`config.mk`:
```
export PLATFORM = sky130hd
export DESIGN_NAME = mux_gate_seq
export DESIGN_NICKNAME = d
export VERILOG_FILES = /design/src/rtl/mux_gate_seq.sv
export SDC_FILE = /design/constraint.sdc
export NUM_CORES = 1
export LEC_CHECK = 0
export BUFFER_PORTS_ARGS = -buffer_cell sky130_fd_sc_hd__buf_2
export CORE_UTILIZATION = 30
export DETAILED_ROUTE_END_ITERATION = 8
export PLACE_DENSITY_LB_ADDON = 0.08
export SYNTH_ARGS = -nofsm -noshare
export SYNTH_HDL_FRONTEND = slang
export SYNTH_SLANG_ARGS = --single-unit
```
`constraint.sdc`:
```
create_clock -name clk -period 2.07 [get_ports clk]
set_input_delay 0.414 -clock clk [delete_from_list [all_inputs] [get_ports clk]]
set_output_delay 0.414 -clock clk [all_outputs]
set_load 0.03 [all_outputs]
```
`src/rtl/mux_gate_seq.sv`:
```
// mux_gate_seq: bit-serial sequencer around one mux-built universal gate cell.
// Operands are latched on request acceptance, evaluated LSB first at one bit
// per clock through a single 2:1 mux, and the assembled word is presented
// over a valid/ready output handshake.

// Plain 2:1 multiplexer; the only logic primitive the gate cell is built from.
module mux_gate_mux2 (
    input  logic i_sel,
    input  logic i_d0,
    input  logic i_d1,
    output logic o_y
);
    assign o_y = i_sel ? i_d1 : i_d0;
endmodule

// Universal gate cell: the A bit drives the mux select, and the opcode only
// chooses which of {0, 1, b, ~b} feeds each mux data leg.
module mux_gate_cell (
    input  logic       i_a_bit,
    input  logic       i_b_bit,
    input  logic [2:0] i_op,
    output logic       o_y
);
    localparam logic [2:0] OP_NAND  = 3'b000;
    localparam logic [2:0] OP_NOR   = 3'b001;
    localparam logic [2:0] OP_AND   = 3'b010;
    localparam logic [2:0] OP_OR    = 3'b011;
    localparam logic [2:0] OP_XOR   = 3'b100;
    localparam logic [2:0] OP_XNOR  = 3'b101;
    localparam logic [2:0] OP_NOT_A = 3'b110;
    localparam logic [2:0] OP_BUF_A = 3'b111;

    logic w_d0;  // leg taken when the A bit is 0
    logic w_d1;  // leg taken when the A bit is 1

    // Select the two mux data legs for the requested function.
    always_comb begin
        // NOTE: every signal driven here gets a default first, so no path
        // through the case can leave it unassigned and infer a latch.
        w_d0 = 1'b0;
        w_d1 = 1'b0;
        case (i_op)
            OP_NAND:  begin w_d1 = ~i_b_bit; w_d0 = 1'b1;     end
            OP_NOR:   begin w_d1 = 1'b0;     w_d0 = ~i_b_bit; end
            OP_AND:   begin w_d1 = i_b_bit;  w_d0 = 1'b0;     end
            OP_OR:    begin w_d1 = 1'b1;     w_d0 = i_b_bit;  end
            OP_XOR:   begin w_d1 = ~i_b_bit; w_d0 = i_b_bit;  end
            OP_XNOR:  begin w_d1 = i_b_bit;  w_d0 = ~i_b_bit; end
            OP_NOT_A: begin w_d1 = 1'b0;     w_d0 = 1'b1;     end
            OP_BUF_A: begin w_d1 = 1'b1;     w_d0 = 1'b0;     end
            default:  begin w_d1 = 1'b0;     w_d0 = 1'b0;     end
        endcase
    end

    mux_gate_mux2 u_mux (
        .i_sel (i_a_bit),
        .i_d0  (w_d0),
        .i_d1  (w_d1),
        .o_y   (o_y)
    );
endmodule

// Top level: handshake FSM, operand latches, bit counter and result shifter.
module mux_gate_seq #(
    parameter  int W  = 8,
    localparam int CW = $clog2(W)
) (
    input  logic          clk,
    input  logic          rst_n,
    input  logic          clr,
    input  logic          in_valid,
    output logic          in_ready,
    input  logic [W-1:0]  a,
    input  logic [W-1:0]  b,
    input  logic [2:0]    op,
    output logic          out_valid,
    input  logic          out_ready,
    output logic [W-1:0]  result,
    output logic          busy,
    output logic [CW-1:0] bit_idx
);
    typedef enum logic [1:0] {
        S_IDLE = 2'd0,
        S_RUN  = 2'd1,
        S_DONE = 2'd2
    } state_t;

    state_t        r_state;
    state_t        w_next_state;
    logic          r_in_ready;
    logic [W-1:0]  r_a_l;
    logic [W-1:0]  r_b_l;
    logic [2:0]    r_op_l;
    logic [W-1:0]  r_result;
    logic [CW-1:0] r_bit_idx;
    logic          w_accept;
    logic          w_last_bit;
    logic          w_cell_bit;

    // A request is taken only while the registered ready is up and no abort.
    assign w_accept   = (r_state == S_IDLE) && in_valid && r_in_ready && !clr;
    assign w_last_bit = (r_bit_idx == CW'(W - 1));

    assign in_ready  = r_in_ready;
    assign out_valid = (r_state == S_DONE);
    assign busy      = (r_state != S_IDLE);
    assign result    = r_result;
    assign bit_idx   = r_bit_idx;

    // One shared gate cell evaluates the current bit of the latched operands.
    mux_gate_cell u_cell (
        .i_a_bit (r_a_l[r_bit_idx]),
        .i_b_bit (r_b_l[r_bit_idx]),
        .i_op    (r_op_l),
        .o_y     (w_cell_bit)
    );

    // State register.
    always_ff @(posedge clk or negedge rst_n) begin
        // NOTE: sequential state uses non-blocking assignments so every
        // register samples pre-edge values regardless of block ordering.
        if (!rst_n) begin
            r_state <= S_IDLE;
        end else begin
            r_state <= w_next_state;
        end
    end

    // Next-state decode; clr overrides every other event.
    always_comb begin
        w_next_state = r_state;
        if (clr) begin
            w_next_state = S_IDLE;
        end else begin
            case (r_state)
                S_IDLE: if (in_valid && r_in_ready) w_next_state = S_RUN;
                S_RUN:  if (w_last_bit)             w_next_state = S_DONE;
                S_DONE: if (out_ready)              w_next_state = S_IDLE;
                default:                            w_next_state = S_IDLE;
            endcase
        end
    end

    // Registered ready: held low through reset and raised on the first edge
    // that registers IDLE, then tracks IDLE from there on.
    always_ff @(posedge clk or negedge rst_n) begin
        if (!rst_n) begin
            r_in_ready <= 1'b0;
        end else begin
            r_in_ready <= (w_next_state == S_IDLE);
        end
    end

    // Operand latches, bit counter and serial result build-up.
    always_ff @(posedge clk or negedge rst_n) begin
        if (!rst_n) begin
            r_a_l     <= '0;
            r_b_l     <= '0;
            r_op_l    <= '0;
            r_result  <= '0;
            r_bit_idx <= '0;
        end else if (clr) begin
            // Abort leaves the partial result in place; only the counter rewinds.
            r_bit_idx <= '0;
        end else begin
            case (r_state)
                S_IDLE: begin
                    if (w_accept) begin
                        r_a_l     <= a;
                        r_b_l     <= b;
                        r_op_l    <= op;
                        r_result  <= '0;
                        r_bit_idx <= '0;
                    end
                end
                S_RUN: begin
                    r_result[r_bit_idx] <= w_cell_bit;
                    // Counter wraps only when leaving RUN, so it never exceeds W-1.
                    if (w_last_bit) begin
                        r_bit_idx <= '0;
                    end else begin
                        r_bit_idx <= r_bit_idx + CW'(1);
                    end
                end
                default: begin
                    // DONE holds the result until the consumer takes it.
                end
            endcase
        end
    end
endmodule

```
==> key figures, run 1 <==
Synthesis
  • Syn Area/Cell: 11.3 um^2
  • Top-count cell post-synth: dfrtp_1
  • Synth Register Bits: 33
  • Adder-Cell Fraction of Synth Area: 1.46%
  • EDFF count, synth: 0
  • Synth Area in Simple Gates: 14.1%
  • Synth Area in Compound Gates: 14.8%
  • Post-synthesis mux area share: 18.7%
  • Synth area leaders: dfrtp_1 (48%), mux2_2 (14%), nor2_1 (3.3%), mux4_2 (2.6%), mux2i_1 (2.3%)
  • Net Count, Synth: 178
  • Largest family of logic cells by synthesized area: multiplexers
  • Async SR Flop Fraction: 100%
  • Yosys cell types: 37
  • Register area share after synthesis: 48.1%
  • Post-Syn Area: 0.00172 mm^2
  • Most frequent cells after synthesis: dfrtp_1 (33), mux2_2 (21), nor2_1 (15), o21ai_0 (8), nand2_1 (7)
  • Area leader, netlist: dfrtp_1
  • Syn. warnings: 0
  • Synth Flop Type: dfrtp_1
  • Top-area cell type share of the netlist area: 48.1%
  • Post-Synth XOR/XNOR Area: 0%
  • Post-Syn Instances: 152

STA
  • Period minus WS final: 2160 ps
  • RSZ-0062 raised after global routing: yes
  • Final setup vio count: 8
  • Hold WS: 179 ps
  • Fmax: 462 MHz
  • Least-Margin Pin Slew: 742 ps
  • Crit share post-route: 104%
  • Fin. max-slew vios: 0
  • Max transition margin: 50.5%
  • Final hold viol count: 0
  • Clk_skew: 13.4 ps
  • Final worst slack: -93.1 ps

Layout
  • Share of cells above drive strength 1: 47.8%
  • Antenna cells: 0
  • # fillers: 530
  • Post-layout instance area: 0.00219 mm^2
  • Area Growth Syn to Fin: 27.9%
  • Final nets: 228

Clock tree
  • TritonCTS clock tree: yes
  • Number of hold buffers added after cts: 0
  • Num Clock Sinks: 33
  • CTS Buf Count: 5
  • Max Root-Sink Buffers: 2
  • H-tree levels: 2
  • Clock root cell: clkbuf_8
  • Clock latency on the worst-skew pair: 290 ps
  • Clock transition at path regs: 70 ps

GRT
  • Gr usage total: 14.1%
  • First-pass GRT wire length: 6620 um
  • Initial antenna violation count: 0
  • Vias in the first global route: 1389
  • GRT overflow: 0
  • Largest net degree at the start of global routing: 34

Floorplanning
  • Chip height: 77.6 um
  • IO Pins: 38
  • Initial Util: 31.2%
  • Die Width: 77.6 um
  • Cell Rows: 27
  • Core box area: 0.00551 mm^2
  • Full die area: 0.00602 mm^2

Setup path
  • WP buf/inv: 1
  • Critical path required time: 2240 ps
  • CP max-delay cell: mux4_2
  • Critical path peak fanout: 8
  • Startpoint types: flip-flop
  • Worst R2R Path Depth: 7
  • WP data arrival: 2330 ps
  • Worst path depth: 7
  • CP max stage delay: 560 ps
  • CP top delay family: multiplexers
  • Critical path class: reg -> reg
  • Worst setup EP type: flip-flop
  • Critical Path, Cell by Cell: mux4_2, mux2_4, o311ai_2, o2111ai_2, a211oi_4, buf_12, o41ai_2

Placed design
  • Area after DPL: 0.00208 mm^2
  • Post-DP HPWL: 2890 um
  • Placer Congestion: 0.708
  • PortBufs: 37

Detailed routing
  • Pre-antenna DRT Iters: 4
  • Residual DRC count: 0
  • Initial DRC Count: 49
  • Routed Antenna Nets: 0
  • Final WL: 3930 um
  • Vias per Instance: 4.90
  • Vias: 1348
  • WL per Instance: 14.3 um

Pwr
  • Pwr/cell area: 975 mW/mm^2
  • Maximum vdd drop: 0.329 mV
  • Lkg Pwr: 1.00 nW

Status
  • Status: complete, but fails checks
  • Failing checks: setup timing

Run
  • Max Cap Viol: 0

Min path
  • Hold/Removal Path Class: in -> async
## flip-flops by register name, indices dropped and copies added (netlist names)
signal    flops
r_a_l         8
r_b_l         8
result        8
bit_idx       3
r_op_l        3
r_state       2
in_ready      1
## where the power goes
group	internal, mW	switching [mW]	leakage (nW)	total (mW)
Sequential	0.789	0.112	0.408	0.901
Combinational	0.384	0.360	0.551	0.744
Clock	0.271	0.223	0.0455	0.494
## cell type report
cell class / instances / area (um^2) / share of cell area, %
Multi-Input combinational cell: 109 / 877 / 40.0
Sequential cell: 33 / 830 / 37.8
Timing Repair Buffer: 51 / 300 / 13.7
Clock buffer: 8 / 90.1 / 4.10
Tap cell: 72 / 90.1 / 4.10
Inverter: 2 / 7.51 / 0.342
## timing repair
action | 4_1_cts | 5_1_grt
pin swaps | 1 | 0
resized for setup | 4 | 2
setup buffers | 1 | 0
endpoints found under the setup margin | 8 | 8
## logic make-up (layout without fill, tap and decap cells)
| logic type | count (synthesis) | after routing |
|---|---|---|
| buffers and inverters | 10 | 61 |
| AND/OR/NAND/NOR | 47 | 47 |
| multiplexers | 27 | 27 |
| AO/OA/AOI/OAI | 33 | 33 |
| adder cells (fa/ha/maj) | 2 | 2 |
| flip-flops | 33 | 33 |
## per-layer routing
layer	routed length, um	global-route usage, %	up-vias	part of all wire [%]
li1	-	-	654	-
met1	1770	18.0	656	45
met2	1920	23.0	31	49
met3	177	3.53	7	4.5
met4	55	5.09	0	1.4
met5	0	0	-	0
## metrics by stage
stage | TNS [ps] | setup WS (ps) | util (%) | power (mW) | cells
global placement | -397 | -55.5 | 37.7 | 1.61 | 266
detailed placement | -1060 | -144 | 37.7 | 1.64 | 266
CTS | -877 | -122 | 39.8 | 2.17 | 275
global route | -1750 | -223 | 39.9 | 2.27 | 275
finish | -678 | -93.1 | 39.9 | 2.14 | 275
floorplan | -1210 | -155 | - | 1.36 | 152
## layout by cell type, fill, tap and decap left out, types with 3 or more instances in the layout
| master | n |
|---|---|
| a21oi_1 | 4 |
| a22o_1 | 3 |
| buf_2 | 38 |
| buf_4 | 12 |
| clkbuf_8 | 6 |
| dfrtp_1 | 30 |
| dfrtp_2 | 3 |
| mux2_2 | 20 |
| nand2_1 | 7 |
| nand2b_1 | 4 |
| nand3_1 | 3 |
| nor2_1 | 15 |
| nor2b_1 | 5 |
| o21ai_0 | 8 |
| o21ai_1 | 6 |
| or2_2 | 3 |
## worst paths after layout
kind / startpoint / end / slack [ps]
min reg2reg: r_b_l[3] / r_b_l[3] / 510
max: bit_idx[0] / result[4] / -90
min in group clk: b[2] / r_b_l[2] / 360
max reg2reg: bit_idx[0] / result[4] / -90
max in group asynchronous: rst_n / bit_idx[2] / 1350
min: rst_n / result[1] / 180
Note: power is estimated with default switching activity, not from simulation.
==> run 2, diff against run 1 <==
CTS_BUF_LIST = sky130_fd_sc_hd__clkbuf_8   (was not set)
==> run 2 against run 1 <==
  * The run still ends with setup timing left
  * Clock power decreased by 2%
  * Clock skew about the same
  * Critical endpoint unchanged
  * Worst hold slack got worse by 0.70 ps
==> key figures, run 2 (synthesis gave the netlist of run 1 again) <==
GRT
  • GRT overflow: 0
  • Initial antenna violation count: 0
  • First-pass GRT wire length: 6620 um
  • Largest net degree at the start of global routing: 34
  • Vias in the first global route: 1389
  • Gr usage total: 14.1%

Clock tree
  • H-tree levels: 2
  • Max Root-Sink Buffers: 2
  • Clock latency on the worst-skew pair: 290 ps
  • Clock transition at path regs: 70 ps
  • Number of hold buffers added after cts: 0
  • CTS Buf Count: 5
  • TritonCTS clock tree: yes
  • Clock root cell: clkbuf_8
  • Num Clock Sinks: 33

Detailed routing
  • Residual DRC count: 0
  • Routed Antenna Nets: 0
  • Vias per Instance: 4.91
  • Final WL: 3930 um
  • Pre-antenna DRT Iters: 4
  • Initial DRC Count: 49
  • Vias: 1349
  • WL per Instance: 14.3 um

Setup path
  • WP buf/inv: 1
  • CP max-delay cell: mux4_2
  • Critical path required time: 2240 ps
  • WP data arrival: 2330 ps
  • CP top delay family: multiplexers
  • CP max stage delay: 560 ps
  • Worst setup EP type: flip-flop
  • Critical path peak fanout: 8
  • Critical path class: reg -> reg
  • CP Launch Point: bit_idx[0]
  • Critical Path, Cell by Cell: mux4_2, mux2_4, o311ai_2, o2111ai_2, a211oi_4, buf_12, o41ai_2
  • Reg-to-reg startpoint: bit_idx[0]
  • Startpoint types: flip-flop

Floorplanning
  • Chip height: 77.6 um
  • IO Pins: 38
  • Die Width: 77.6 um
  • Full die area: 0.00602 mm^2
  • Cell Rows: 27
  • Initial Util: 31.2%
  • Core box area: 0.00551 mm^2

Pwr
  • Maximum vdd drop: 0.329 mV
  • Lkg Pwr: 1.01 nW
  • Pwr/cell area: 971 mW/mm^2

Layout
  • Area Growth Syn to Fin: 27.9%
  • Final nets: 228
  • Antenna cells: 0
  • Most frequent cells in the layout: buf_2 (38), dfrtp_1 (30), mux2_2 (20)
  • Final cell count without fillers: 275
  • Share of cells above drive strength 1: 47.8%
  • Commonest non-fill, non-tap cell in the layout: buf_2
  • FF/Latch Area: 830 um^2
  • Area of the multi-input gates: 877 um^2
  • Post-layout instance area: 0.00219 mm^2
  • # fillers: 530

Run
  • Max Cap Viol: 0

STA
  • Max transition margin: 50.5%
  • Fmax: 462 MHz
  • Final worst slack: -93.2 ps
  • Least-Margin Pin Slew: 742 ps
  • Fin. max-slew vios: 0
  • Period minus WS final: 2160 ps
  • Clk_skew: 13.7 ps
  • Final hold viol count: 0
  • Crit share post-route: 105%
  • RSZ-0062 raised after global routing: yes
  • Final setup vio count: 8

Placed design
  • PortBufs: 37
  • Area after DPL: 0.00208 mm^2
  • Placer Congestion: 0.708
  • Post-DP HPWL: 2890 um
  • Placed insts: 266

Status
  • Failing checks: setup timing
  • Status: complete, but fails checks

Min path
  • Hold/Removal Path Class: in -> async
==> run 2: cell count changes in the layout (fill, tap and decap cells not counted), sizes merged <==
cell    before  now
clkbuf       8    6
inv          2    4
==> run 2: final timing paths <==
check                        endpoint  slack (ps)  cells past startpoint
setup / recovery            result[4]         -90                      7
hold / removal              result[1]         180                      1
setup reg to reg            result[4]         -90                      7
hold reg to reg              r_b_l[3]         510                      1
max in group asynchronous  bit_idx[2]        1350                      1
min in group clk             r_b_l[2]         360                      2
==> run 2: power breakdown <==
part / total, mW / switching (mW) / internal [mW]
Clock: 0.485 / 0.224 / 0.261
Sequential: 0.901 / 0.112 / 0.789
Combinational: 0.744 / 0.360 / 0.384
==> run 2: area by class of cell <==
class,count,share of cell area [%]
Inverter,2,0.342
Clock inverter,2,0.342
Sequential cell,33,37.8
Clock buffer,6,3.76
Tap cell,72,4.10
Multi-Input combinational cell,109,40.0
Timing Repair Buffer,51,13.7
==> run 2: repair_timing <==
action,CTS,global route
cloned,0,0
pin swaps,1,0
setup buffers,1,0
endpoints found under the setup margin,8,8
resized for setup,4,2
==> run 2: routing by layer <==
metal  vias to the layer above  global-route usage [%]  share of wire, %
met5                         -                       0                 0
met4                         0                    5.09               1.4
met3                         7                    3.53               4.5
met2                        31                    23.0                49
met1                       657                    18.0                45
li1                        654                       -                 -
==> run 2: per-stage QoR <==
| stage | utilization (%) | hold slack [ps] | setup TNS, ps | power [mW] | worst slack [ps] |
|---|---|---|---|---|---|
| after floorplan | - | 118 | -1210 | 1.36 | -155 |
| after global placement | 37.7 | 491 | -397 | 1.61 | -55.5 |
| after global routing | 39.9 | 250 | -1750 | 2.26 | -223 |
| after detailed placement | 37.7 | 498 | -1060 | 1.64 | -144 |
| final | 39.9 | 179 | -679 | 2.13 | -93.2 |
| after CTS | 39.8 | 207 | -878 | 2.16 | -122 |
==> run 2: worst reg2reg max path, cell delays in order, from the launching register on <==
cell and delay (ps):
dfrtp_2 440, mux4_2 560, mux2_4 310, o311ai_2 90, o2111ai_2 190, a211oi_4 230
buf_12 160, o41ai_2 60
